<file path="src/rtl/uart_pkg.sv">
// Shared constants for the memory-mapped UART transmitter: FSM encoding, status bit positions
// and the bus addresses used by the top-level decoder.
package uart_pkg;

    typedef logic [1:0] tx_state_t;

    localparam tx_state_t ST_IDLE  = 2'd0;
    localparam tx_state_t ST_START = 2'd1;
    localparam tx_state_t ST_DATA  = 2'd2;
    localparam tx_state_t ST_STOP  = 2'd3;

    localparam int unsigned STAT_FULL       = 0;
    localparam int unsigned STAT_EMPTY      = 1;
    localparam int unsigned STAT_BUSY       = 2;
    localparam int unsigned STAT_OVF        = 3;
    localparam int unsigned STAT_FRAME_DONE = 12;

    localparam logic [31:0] UART_DATA_ADR = 32'hff10;
    localparam logic [31:0] UART_STAT_ADR = 32'hff14;

endpackage

</file>
<file path="src/rtl/uart_tx_fifo.sv">
// DEPTH x 8 synchronous FIFO for the UART transmitter. A push into a full FIFO is accepted
// only when a pop happens in the same cycle; otherwise it is dropped and drop_o flags it.
module uart_tx_fifo
    import uart_pkg::*;
#(
    parameter int unsigned DEPTH = 8,
    localparam int unsigned AW = $clog2(DEPTH),
    localparam int unsigned CW = AW + 1
) (
    input  logic          clk_i,
    input  logic          rst_ni,
    input  logic          push_i,
    input  logic          pop_i,
    input  logic [7:0]    wdata_i,
    output logic [7:0]    rdata_o,
    output logic          full_o,
    output logic          empty_o,
    output logic          drop_o,
    output logic [CW-1:0] count_o
);

    logic [7:0]    mem_q [DEPTH];
    logic [AW-1:0] wr_ptr_q, wr_ptr_d;
    logic [AW-1:0] rd_ptr_q, rd_ptr_d;
    logic [CW-1:0] count_q, count_d;
    logic          do_push, do_pop;

    assign empty_o = (count_q == '0);
    assign full_o  = (count_q == CW'(DEPTH));
    assign do_pop  = pop_i & ~empty_o;
    assign do_push = push_i & (~full_o | do_pop);
    assign drop_o  = push_i & ~do_push;
    assign rdata_o = mem_q[rd_ptr_q];
    assign count_o = count_q;

    // Pointers wrap on their own because DEPTH is a power of two.
    always_comb begin
        wr_ptr_d = wr_ptr_q;
        rd_ptr_d = rd_ptr_q;
        count_d  = count_q;
        if (do_push) wr_ptr_d = wr_ptr_q + 1'b1;
        if (do_pop)  rd_ptr_d = rd_ptr_q + 1'b1;
        if (do_push && !do_pop) begin
            count_d = count_q + 1'b1;
        end else if (do_pop && !do_push) begin
            count_d = count_q - 1'b1;
        end
    end

    always_ff @(posedge clk_i or negedge rst_ni) begin
        if (!rst_ni) begin
            wr_ptr_q <= '0;
            rd_ptr_q <= '0;
            count_q  <= '0;
        end else begin
            wr_ptr_q <= wr_ptr_d;
            rd_ptr_q <= rd_ptr_d;
            count_q  <= count_d;
        end
    end

    always_ff @(posedge clk_i) begin
        if (do_push) mem_q[wr_ptr_q] <= wdata_i;
    end

endmodule

</file>
<file path="src/rtl/uart_tx_mmio.sv">
// Memory-mapped 8N1 UART transmitter with a byte FIFO and a drain interrupt.
// Define UART_TX_LOOPBACK_EN to add the rxd_loop output and the frame_done status bit.
module uart_tx_mmio
    import uart_pkg::*;
#(
    parameter int unsigned DIV   = 543,
    parameter int unsigned DEPTH = 8
) (
    input  logic        clk,
    input  logic        reset,
    input  logic        cs_data,
    input  logic        cs_stat,
    input  logic        memwrite,
    input  logic [31:0] writedata,
    output logic [31:0] readdata,
    output logic        txd,
    output logic        irq
`ifdef UART_TX_LOOPBACK_EN
    ,
    output logic        rxd_loop
`endif
);

    localparam int unsigned CW        = $clog2(DEPTH) + 1;
    localparam logic [15:0] BAUD_LAST = 16'(DIV - 1);

    tx_state_t     state_q, state_d;
    logic [15:0]   baud_q, baud_d;
    logic [2:0]    bit_cnt_q, bit_cnt_d;
    logic [7:0]    shreg_q, shreg_d;
    logic          txd_q, txd_d;
    logic          irq_q, irq_d;
    logic          ovf_q, ovf_d;

    logic          push, stat_wr, bit_done;
    logic          fifo_pop, fifo_full, fifo_empty, fifo_drop;
    logic [7:0]    fifo_rdata;
    logic [CW-1:0] fifo_count;
    logic          unused_wdata;

    assign push     = cs_data & memwrite;
    assign stat_wr  = cs_stat & memwrite;
    assign bit_done = (baud_q == BAUD_LAST);
    assign unused_wdata = ^writedata[31:8];

    uart_tx_fifo #(
        .DEPTH (DEPTH)
    ) u_fifo (
        .clk_i   (clk),
        .rst_ni  (reset),
        .push_i  (push),
        .pop_i   (fifo_pop),
        .wdata_i (writedata[7:0]),
        .rdata_o (fifo_rdata),
        .full_o  (fifo_full),
        .empty_o (fifo_empty),
        .drop_o  (fifo_drop),
        .count_o (fifo_count)
    );

    always_comb begin
        state_d   = state_q;
        baud_d    = baud_q;
        bit_cnt_d = bit_cnt_q;
        shreg_d   = shreg_q;
        txd_d     = txd_q;
        irq_d     = 1'b0;
        fifo_pop  = 1'b0;
        unique case (state_q)
            ST_IDLE: begin
                if (!fifo_empty) begin
                    fifo_pop = 1'b1;
                    shreg_d  = fifo_rdata;
                    state_d  = ST_START;
                    txd_d    = 1'b0;
                    baud_d   = '0;
                end
            end
            ST_START: begin
                if (bit_done) begin
                    state_d   = ST_DATA;
                    txd_d     = shreg_q[0];
                    shreg_d   = shreg_q >> 1;
                    bit_cnt_d = '0;
                    baud_d    = '0;
                end else begin
                    baud_d = baud_q + 16'd1;
                end
            end
            ST_DATA: begin
                if (bit_done) begin
                    baud_d = '0;
                    if (bit_cnt_q == 3'd7) begin
                        state_d = ST_STOP;
                        txd_d   = 1'b1;
                    end else begin
                        txd_d     = shreg_q[0];
                        shreg_d   = shreg_q >> 1;
                        bit_cnt_d = bit_cnt_q + 3'd1;
                    end
                end else begin
                    baud_d = baud_q + 16'd1;
                end
            end
            ST_STOP: begin
                if (bit_done) begin
                    baud_d = '0;
                    // Back-to-back frames: the next start bit follows the stop bit directly.
                    if (!fifo_empty) begin
                        fifo_pop = 1'b1;
                        shreg_d  = fifo_rdata;
                        state_d  = ST_START;
                        txd_d    = 1'b0;
                    end else begin
                        state_d = ST_IDLE;
                        irq_d   = 1'b1;
                    end
                end else begin
                    baud_d = baud_q + 16'd1;
                end
            end
        endcase
    end

    // An overflow in the same cycle as a clear wins.
    always_comb begin
        ovf_d = ovf_q;
        if (stat_wr && writedata[STAT_OVF]) ovf_d = 1'b0;
        if (fifo_drop) ovf_d = 1'b1;
    end

    always_ff @(posedge clk or negedge reset) begin
        if (!reset) begin
            state_q   <= ST_IDLE;
            baud_q    <= '0;
            bit_cnt_q <= '0;
            shreg_q   <= '0;
            txd_q     <= 1'b1;
            irq_q     <= 1'b0;
            ovf_q     <= 1'b0;
        end else begin
            state_q   <= state_d;
            baud_q    <= baud_d;
            bit_cnt_q <= bit_cnt_d;
            shreg_q   <= shreg_d;
            txd_q     <= txd_d;
            irq_q     <= irq_d;
            ovf_q     <= ovf_d;
        end
    end

`ifdef UART_TX_LOOPBACK_EN
    logic frame_done_q, frame_done_d;

    always_comb begin
        frame_done_d = frame_done_q;
        if (stat_wr && writedata[STAT_FRAME_DONE]) frame_done_d = 1'b0;
        if (state_q == ST_STOP && bit_done) frame_done_d = 1'b1;
    end

    always_ff @(posedge clk or negedge reset) begin
        if (!reset) begin
            frame_done_q <= 1'b0;
        end else begin
            frame_done_q <= frame_done_d;
        end
    end

    assign rxd_loop = txd_q;
`endif

    always_comb begin
        readdata             = '0;
        readdata[11:4]       = 8'(fifo_count);
        readdata[STAT_FULL]  = fifo_full;
        readdata[STAT_EMPTY] = fifo_empty;
        readdata[STAT_BUSY]  = (state_q != ST_IDLE);
        readdata[STAT_OVF]   = ovf_q;
`ifdef UART_TX_LOOPBACK_EN
        readdata[STAT_FRAME_DONE] = frame_done_q;
`endif
    end

    assign txd = txd_q;
    assign irq = irq_q;

endmodule

</file>
<file path="config.mk">
export PLATFORM = sky130hd
export DESIGN_NAME = uart_tx_mmio
export DESIGN_NICKNAME = d
export VERILOG_FILES = /design/src/rtl/uart_pkg.sv /design/src/rtl/uart_tx_fifo.sv /design/src/rtl/uart_tx_mmio.sv
export SDC_FILE = /design/constraint.sdc
export NUM_CORES = 1
export LEC_CHECK = 0
export ABC_AREA = 1
export BUFFER_PORTS_ARGS = -buffer_cell sky130_fd_sc_hd__buf_2
export CAP_MARGIN = 20
export CORE_ASPECT_RATIO = 0.8
export CORE_MARGIN = 5
export CORE_UTILIZATION = 52
export DETAILED_ROUTE_END_ITERATION = 6
export GPL_ROUTABILITY_DRIVEN = 0
export PLACE_DENSITY = 0.76
export SLEW_MARGIN = 25
export SYNTH_ARGS = -nofsm -noshare
export SYNTH_HDL_FRONTEND = slang
export SYNTH_SLANG_ARGS = --single-unit
export TNS_END_PERCENT = 5
</file>
<file path="constraint.sdc">
create_clock -name clk -period 2.67 [get_ports clk]
set_input_delay 0.1335 -clock clk [delete_from_list [all_inputs] [get_ports clk]]
set_output_delay 0.1335 -clock clk [all_outputs]
set_load 0.05 [all_outputs]
</file>
# ---- Word-level counts from Yosys, hierarchy flattened
# Memory sizes are Yosys's and may differ from the RTL's.
# Cells that the tools add are included.
dict set report word_totals {
  mem_bits_ro 0
  ff_bits 42
  out_inout_bits 34
  latchBits 0
  mem_count 1
  input_bits 37
  wordCells 92
  ram_bits 64
}
# name depth width rd rd_clocked_by_memory_dff wr line_no
set memory_table {}
lappend memory_table {u_fifo.mem_q 8 8 1 0 1 uart_tx_fifo.sv:22} ;# logic [7:0] mem_q [DEPTH];
dict set report op_classes {
  n_reduce_logical 16
  bitwise 9
  addsub 6
  shift 0
  n_lt_le_gt_ge 0
  eq_ne 12
  n_div 0
  mux 38
  multipliers 0
}
# cell n
set op_table {}
lappend op_table {{8-bit 2-to-1 mux} 5}
lappend op_table {{16-bit 2-to-1 mux} 2}
lappend op_table {{16-bit one-hot mux with 2 select lines} 1}
lappend op_table {{8-bit one-hot mux with 4 select lines} 1}
lappend op_table {{16-bit by 1-bit adder with 16-bit output, second input constant} 1}
lappend op_table {{16-bit by 10-bit == test with 1-bit output, second input constant} 1}
lappend op_table {{1-bit 2-to-1 mux} 15}
lappend op_table {{2-bit != test, second input constant} 6}
lappend op_table {{2-bit 2-to-1 mux} 5}
lappend op_table {{3-bit by 1-bit adder with 3-bit output, second input constant} 3}
lappend op_table {{3-bit 2-to-1 mux} 3}
lappend op_table {{4-bit 2-to-1 mux} 2}
lappend op_table {{2-bit one-hot mux with 4 select lines} 1}
lappend op_table {{4-bit AND reduction} 2}
lappend op_table {{2-bit nonzero test} 4}
lappend op_table {{3-bit one-hot mux with 2 select lines} 1}
lappend op_table {{1-bit bitwise AND} 5}
lappend op_table {{5-bit AND reduction} 1}
lappend op_table {{4-bit by 1-bit adder with 4-bit output, second input constant} 1}
lappend op_table {{2-bit == test, second input constant} 2}
lappend op_table {{4-bit == test, second input constant} 1}
lappend op_table {{4-bit logical NOT} 1}
lappend op_table {{1-bit one-hot mux with 4 select lines} 1}
lappend op_table {{4-bit by 1-bit subtractor with 4-bit output, second input constant} 1}
lappend op_table {{10 further kinds} 15}

# ---- Longest topological paths before layout
# Gate-level depths: netlist of run 1.
dict set report depth {
  ltp_word 11
  mapped_depth 18
  mapped_depth_nobuf 18
}

# ---- Hierarchy
# From an unflattened synthesis of run 1, not the netlist that was laid out.
dict set report unflattened {
  hier_cells 599
  hier_area_um2 5403.9
}
# module seq_area_each_um2 cells_each area_each_um2 instances
set by_module_without_submodules {}
lappend by_module_without_submodules {uart_tx_fifo 2172.1 302 3221.8 1}
lappend by_module_without_submodules {uart_tx_mmio 802.0 297 2182.1 1}

# ---- Least setup slack after synthesis of run 1
# No wires, ideal clock.
dict set report synth_path {
  path_type {flip-flop to flip-flop}
  from {register state_q[0]}
  to {register u_fifo.count_q[3], in the netlist u_fifo.count_o[3]}
  required_time_ps 2539
  n_path_buf 0
  t_arrival_ps 2734
  synth_period_minus_slack_ps 2865
  setup_ps 131
  setup_slack_ps -195
  path_stages_with_launch 17
  path_cell_list {dfrtp_1 > inv_1 > ha_1 > inv_1 > nand2_8 > nand2_8 > nand2_8 > nand2_8 > inv_1 > ha_1 > inv_1 > ha_1 > a21oi_1 > nand2_1 > a21oi_1 > o21ai_0 > xor2_1}
}
dict set report synth_between {
  elab_chain_cells 8
  elab_cells_between_ends 12
  cone_classes {1 x eq/ne; 2 x mux; 3 x bitwise; 6 x reduce/logical}
}
# item line_no
set synth_lines {}
lappend synth_lines {{start: declaration} uart_tx_mmio.sv:27} ;# tx_state_t state_q, state_d;
lappend synth_lines {{start signal: assignment} uart_tx_mmio.sv:142} ;# state_q <= state_d;
lappend synth_lines {{2-bit == test or 2-bit logical NOT (tied branches)} uart_tx_mmio.sv:69} ;# unique case (state_q)
lappend synth_lines {{1-bit one-hot mux with 2 select lines *} uart_tx_mmio.sv:69}
lappend synth_lines {{1-bit bitwise AND *} uart_tx_fifo.sv:30} ;# assign do_pop = pop_i & ~empty_o;
lappend synth_lines {{1-bit bitwise OR *} uart_tx_fifo.sv:31} ;# assign do_push = push_i & (~full_o | do_pop);
lappend synth_lines {{1-bit bitwise AND *} uart_tx_fifo.sv:31}
lappend synth_lines {{via u_fifo.do_push} uart_tx_fifo.sv:26} ;# logic do_push, do_pop;
lappend synth_lines {{1-bit logical NOT} uart_tx_fifo.sv:45} ;# end else if (do_pop && !do_push) begin
lappend synth_lines {{1-bit logical AND} uart_tx_fifo.sv:45}
lappend synth_lines {{2-bit nonzero test (no line)} n/a}
lappend synth_lines {{end signal: assignment} uart_tx_fifo.sv:58} ;# count_q <= count_d;
lappend synth_lines {{end: declaration} uart_tx_fifo.sv:25} ;# logic [CW-1:0] count_q, count_d;
# The timed path passes the listed nets; every way through them passes the cells marked *.
# A chain may end at the register's enable or synchronous reset.

# ---- Worst setup path after layout of run 1
dict set report layout_path {
  from {register state_q[0]}
  to {register u_fifo.count_q[1], in the netlist u_fifo.count_o[1]}
}
dict set report layout_between {
  elab_cells_between_ends 12
  cone_classes {1 x eq/ne; 2 x mux; 3 x bitwise; 6 x reduce/logical}
}
# item line_no
set layout_rtl {}
lappend layout_rtl {{2-bit == test or 2-bit logical NOT (tied branches)} uart_tx_mmio.sv:69}
lappend layout_rtl {{1-bit one-hot mux with 2 select lines *} uart_tx_mmio.sv:69}
lappend layout_rtl {{1-bit bitwise AND *} uart_tx_fifo.sv:30}
lappend layout_rtl {{1-bit bitwise OR *} uart_tx_fifo.sv:31}
lappend layout_rtl {{1-bit bitwise AND *} uart_tx_fifo.sv:31}
lappend layout_rtl {{via u_fifo.do_push} uart_tx_fifo.sv:26}
lappend layout_rtl {{1-bit logical AND *} uart_tx_fifo.sv:43} ;# if (do_push && !do_pop) begin
lappend layout_rtl {{4-bit 2-to-1 mux *} uart_tx_fifo.sv:43}
lappend layout_rtl {{via u_fifo.count_d[1]} uart_tx_fifo.sv:25}
# Marked as above.

==> results of run 1 <==
[report_power, final]
part	total, µW	leakage [µW]	switching, µW	internal [µW]
Combinational	792	0.00126	545	247
Sequential	1990	0.00111	115	1870
Clock	1360	0.000152	611	748
[worst max-delay path, cell delays in order (launching register included)]
cell and delay, ns:
dfrtp_2 0.45, ha_1 0.26, o211ai_1 0.26, inv_2 0.11
nand2_8 0.12, nand2_8 0.08, nand2_8 0.09, inv_1 0.04
ha_1 0.18, inv_2 0.10, buf_4 0.13, fa_1 0.40
mux2_2 0.27
[per-stage QoR]
| step | area, µm² | setup slack [ns] | setup TNS [ns] | util, % | power, µW |
|---|---|---|---|---|---|
| after detailed placement | 5530 | -0.0301 | -0.0301 | 54.7 | 2790 |
| final | 5940 | 0.0565 | 0 | 58.7 | 4140 |
| after global placement | 5530 | 0.0514 | 0 | 54.7 | 2750 |
| after CTS | 5850 | 0.0516 | 0 | 57.8 | 4150 |
| after global routing | 5940 | -0.0613 | -0.109 | 58.7 | 4320 |
| after floorplan | 5420 | 0.0302 | 0 | - | 2620 |
[flip-flops by register name, summed over array words and instances, names as in the netlist]
register,flops
u_fifo.rd_ptr_q,3
ovf_q,1
shreg_q,8
bit_cnt_q,3
baud_q,16
state_q,2
u_fifo.mem_q,64
irq,1
u_fifo.count_o,4
txd,1
u_fifo.wr_ptr_q,3
[cells by family (layout without fill, tap and decap cells)]
kind of cell | Yosys count | count (layout) | synth area share (%)
simple gates | 262 | 262 | 23.5
flops | 106 | 106 | 56.0
buf+inv | 84 | 106 | 8.53
compound gates | 57 | 57 | 6.18
fa+ha+maj | 15 | 15 | 3.68
xor+xnor | 11 | 11 | 1.82
other cells | 1 | 24 | 0.0707
mux | 1 | 1 | 0.212
[metal layers]
layer | vias to the layer above | GRT usage (%) | wire, µm
li1 | 1824 | - | -
met1 | 1816 | 22.9 | 4410
met2 | 146 | 30.2 | 5250
met3 | 24 | 4.23 | 739
met4 | 0 | 7.31 | 234
met5 | - | 0 | 0
[worst max path at each step]
stage                from           endpoint  slack [ns]  depth (start not counted)
2_1_floorplan  state_q[0]  u_fifo.count_o[3]        0.03                         18
3_3_place_gp   state_q[0]  u_fifo.count_o[3]        0.05                         17
3_5_place_dp   state_q[0]  u_fifo.count_o[3]       -0.03                         17
4_1_cts        state_q[1]  u_fifo.count_o[3]        0.05                         17
5_1_grt        state_q[0]  u_fifo.count_o[3]       -0.06                         15
6_report       state_q[0]  u_fifo.count_o[1]        0.06                         12
[Yosys cell counts, drive strengths merged]
cell type    n
conb         1
inv         40
nand3       66
xnor2        3
nor3         6
fa           1
dfstp        1
edfxtp      64
nand4        2
mux2         1
clkinv       1
ha          14
nor4         1
buf         43
o22ai        4
nor2        43
and3         1
o21a         1
a21oi        5
xor2         8
o21ai       36
a21boi       7
dfrtp       41
nand2      143
o211ai       4
[area by class of cell]
class	count	area (µm²)	area share [%]
multi-input combinational	370	2000	33.6
tap	140	175	2.95
timing repair buffer	50	325	5.48
inverter	41	158	2.66
sequential	106	2980	50.1
clock buffer	9	225	3.79
clock inverter	6	81.3	1.37
[repair_timing]
action,CTS,global route
hold buffers,1,0
endpoints found under the hold margin,41,0
endpoints found under the setup margin,1,1
buffers inserted,0,11
gates resized for setup,2,2
==> metrics.txt, run 1 <==
status=finished, final reports clean; WS Path Type=flip-flop to flip-flop; synthesized area=0.00531 mm²; Initial Util=a little over half; area fraction of the dominant cell type after synthesis=36.2%; Final Cycle Share=97.9%; largest cells by area after synthesis=edfxtp_1, dfrtp_1, nand2_1; hold_sp=writedata[1]; hold path cells=1; Die Ht=100 µm; Peak VDD IR=roughly 0.00078 V; H-tree levels=3; synthesis-stage register bit count=106; Max Clk Rate=about 380 MHz; fill cell count=between 800 and 900; commonest non-fill, non-tap cell in the layout=nand2_1; Core ar.=approximately 0.010 mm²; Post-Layout Cell Count=between 700 and 800; Critical Path Start Type=flip-flop; final hold vios=0; Worst R2R Start=state_q[0]; Rows=33; register area share after synthesis=56.0%; min-delay worst type=input port to flip-flop; Layout Nets=between 600 and 700; port bufs=22; initial DRC count=approximately 320; Slew Limit Fails=0; Worst Tran Pin Value=approximately 0.6 ns; post-synth top area cell=edfxtp_1; Syn Inst Count=537; die area=about 0.012 mm²; skew final=between 0.009 and 0.01 ns; CTS tree=built; min cycle time layout=approximately 2.6 ns; total detailed-routing wirelength=between 10000 and 15000 µm; final setup vio count=0; Hold Path Sink=u_fifo.mem_q[4][1]; Routed Antenna Nets=0; # DRC=0; Synth-to-Final Area Change=11.9%; Post-Place Cells=695; overall global routing resource usage=a little under a fifth; hold slack=around 0.056 ns; post-synthesis cell type count=36; vias in the first global route=around 3600; DR vias/cell=5.28; largest net degree at the start of global routing=43; # IOs=between 70 and 80; Critical Path End Type=flip-flop; clk buf depth=2; CTS Sinks=between 100 and 150; R2R Setup Slk=0.06 ns; Skew-Pair Late Insertion Delay=roughly 0.35 ns; leakage power=0.00252 µW; wire per inst=between 10 and 15 µm; first drt pass iteration count=7; Die X=~120 µm; Pwr Density=about 700 mW/mm²; WP data arrival=between 2 and 3 ns; R2R depth=12; max cap viols=0; CTS Buf Count=9; CTS clock-pin slew for the worst setup and hold paths=0.07 ns; warnings from Yosys=0; antenna violations before repair=0; layout cell share with drive strength beyond 1=18.0%; number of diodes=0; mean area per synthesized cell=9.88 µm²; gr ovfl total=0; most frequent cells in the layout=nand2_1, nand3_1, edfxtp_1; worst r2r dst=u_fifo.count_o[1]; Worst EP required=between 2 and 3 ns; worst-path fanout max=6; clock root cell=clkbuf_16; Max transition margin=about three fifths; routed vias=~3800; first-pass GRT wire length=about 17000 µm; Detail Placement HPWL=between 6000 and 7000 µm
No activity file was read; power rests on OpenSTA's default activity.
==> run 2, diff against run 1 <==
Settings changed: CORE_UTILIZATION 52 to 54, PLACE_DENSITY 0.76 to 0.75.
Clock period 2.67 ns to 2.9 ns, I/O delays scaled along.
==> metrics.txt, run 2 (same netlist as run 1, synthesis figures left out) <==
Critical Path Start Type=flip-flop; Pwr Density=655 mW/mm² (-6.0%); Core ar.=0.00961 mm² (-5.0%); Skew-Pair Late Insertion Delay=0.35 ns (about the same); Post-Place Cells=666 (-4.2%); first-pass GRT wire length=16900 µm (-1.7%); max reg flops=64 (unchanged); hold slack=0.0537 ns (-0.00234 ns); CP max-delay cell=dfrtp_1; Max transition margin=60.3% (-0.41 points); antenna violations before repair=0 (unchanged); Rows=32 (-3.0%); CTS Buf Count=9 (unchanged); Sequential Power Share=48.4% (+0.4 points); Internal Pwr Total=2600 µW (-9.2%); routed vias=3668 (-3.7%); CTS tree=built; total detailed-routing wirelength=10200 µm (-4.0%); Worst Tran Pin Value=0.595 ns (+0.00611 ns); layout cell share with drive strength beyond 1=14.7% (-3.4 points); Slew Limit Fails=0 (unchanged); worst path buffer plus inverter count=4 (unchanged); commonest non-fill, non-tap cell in the layout=nand2_1; number of cells on the critical path=16 (+4); status=finished, final reports clean; overall global routing resource usage=18.0% (-0.052 points); Gate power share=17.6% (-1.5 points); vias in the first global route=3404 (-4.1%); worst-path fanout max=9 (+3); Post-Layout Cell Count=685 (-5.1%); gr ovfl total=0 (unchanged); R2R depth=16 (+4); wire per inst=14.9 µm (+1.2%); multi-input logic area=0.00198 mm² (-0.63%); clock root cell=clkbuf_16; Worst EP required=3.14 ns (+0.23 ns); final hold vios=0 (unchanged); skew final=0.0106 ns (+0.000701 ns); initial DRC count=261 (-19%); Initial Util=55.2% (+2.8 points); WP data arrival=2.88 ns (+0.03 ns); Die X=121 µm (-1.7%); die area=0.0119 mm² (-3.4%); Peak VDD IR=0.000722 V (-7.8%); min cycle time layout=2.65 ns (+0.0340 ns); clk buf depth=2 (unchanged); port bufs=22 (unchanged); Layout Nets=613 (-2.7%); H-tree levels=3 (unchanged); top flop regs=u_fifo.mem_q: 64 flops, baud_q: 16 flops, shreg_q: 8 flops; Max Clk Rate=378 MHz (-1.3%); # IOs=71 (unchanged); Detail Placement HPWL=6850 µm (-1.3%); # DRC=0 (unchanged); max incr delay on CP=0.43 ns (-0.02 ns); Routed Antenna Nets=0 (unchanged); Die Ht=98.7 µm (-1.7%); CTS Sinks=106 (unchanged); DR vias/cell=5.35 (+1.5%); hold path cells=1 (unchanged); Cell Chain, Critical Path=buf_4, ha_1, o211ai_1, inv_2, nand2_8, nand2_8, nand2_8, inv_1, ha_1, inv_2, ha_4, a21oi_2, nand2_1, a21oi_1, o21ai_0, xor2_1; Psw=1180 µW (-6.9%); largest net degree at the start of global routing=43 (unchanged); most frequent cells in the layout=nand2_1, nand3_1, edfxtp_1; Net Sw Frac=31.3% (+0.53 points); leakage power=0.00245 µW (-3.0%); most used cell, CP=nand2_8; CP delay by family, top=adder cells; WS Path Type=flip-flop to flip-flop; clock network fraction of total power=34.0% (+1.2 points); number of diodes=0 (unchanged); final setup vio count=0 (unchanged); min-delay worst type=input port to flip-flop; first drt pass iteration count=6 (-1); Synth-to-Final Area Change=8.91%; max cap viols=0 (unchanged); FF+latch area=0.00297 mm² (about the same); CTS clock-pin slew for the worst setup and hold paths=0.08 ns (about the same); most flop-heavy register=u_fifo.mem_q; Final Cycle Share=91.3% (-6.6 points); fill cell count=768 (-7.0%); Critical Path End Type=flip-flop
run 2: cell types whose count changed in the layout (fill, tap and decap cells not counted), sizes merged:
cell,before,now
clkinv,1,5
clkinvlp,1,0
inv,44,42
buf,49,32
run 2: final timing paths:
| check | end | startpoint | slack, ns |
|---|---|---|---|
| setup / recovery | u_fifo.count_o[3] | state_q[0] | 0.25 |
| hold / removal | u_fifo.mem_q[6][6] | writedata[6] | 0.05 |
| setup reg to reg | u_fifo.count_o[3] | state_q[0] | 0.25 |
| hold reg to reg | bit_cnt_q[1] | bit_cnt_q[1] | 0.48 |
| max in group asynchronous | txd | reset | 2.20 |
| min in group asynchronous | baud_q[6] | reset | 0.33 |
run 2: worst reg2reg max path: stages (launching register included):
cell and delay (ns):
dfrtp_1 0.43, buf_4 0.15, ha_1 0.23, o211ai_1 0.21, inv_2 0.09, nand2_8 0.11, nand2_8 0.08, nand2_8 0.11
inv_1 0.05, ha_1 0.18, inv_2 0.11, ha_4 0.22, a21oi_2 0.12, nand2_1 0.07, a21oi_1 0.11, o21ai_0 0.11
xor2_1 0.15
run 2: stage by stage:
step	setup TNS (ns)	total power (µW)	cell area, µm²	setup slack, ns	util [%]
6_report	0	3790	5780	0.252	60.2
5_1_grt	-0.0103	3970	5780	-0.0103	60.2
4_1_cts	0	3790	5750	0.0819	59.8
3_5_place_dp	0	2510	5410	0.109	56.3
3_3_place_gp	0	2490	5410	0.185	56.3
2_1_floorplan	0	2400	5390	0.0354	-
run 2: layer usage:
metal / GRT usage [%] / wire length (µm) / vias up / part of all wire [%]
met3: 3.10 / 712 / 22 / 7.0
met1: 24.4 / 4340 / 1730 / 42
li1: - / - / 1789 / -
met2: 29.0 / 4940 / 127 / 48
met5: 0 / 0 / - / 0
met4: 7.49 / 219 / 0 / 2.1
run 2: power by group through the flow:
| stage | Combinational [µW] | Clock, µW | Sequential [µW] |
|---|---|---|---|
| floorplan | 468 | 0 | 1930 |
| global placement | 632 | 0 | 1860 |
| detailed placement | 651 | 0 | 1860 |
| CTS | 654 | 1310 | 1830 |
| global route | 735 | 1380 | 1850 |
| finish | 668 | 1290 | 1830 |
run 2: what timing repair did:
item                                    4_1_cts  5_1_grt
hold buffers                                  1        0
buffers inserted                              0        2
endpoints found under the setup margin        0        1
endpoints found under the hold margin        41        0
gates resized for setup                       0        5
run 2: layout make-up:
type	instances	share of cell area, %
clock buffers	9	3.90
inverters	41	2.66
clock inverters	7	1.69
multi-input cells	370	34.3
well taps	119	2.58
flip-flops and latches	106	51.5
repair buffers	33	3.42
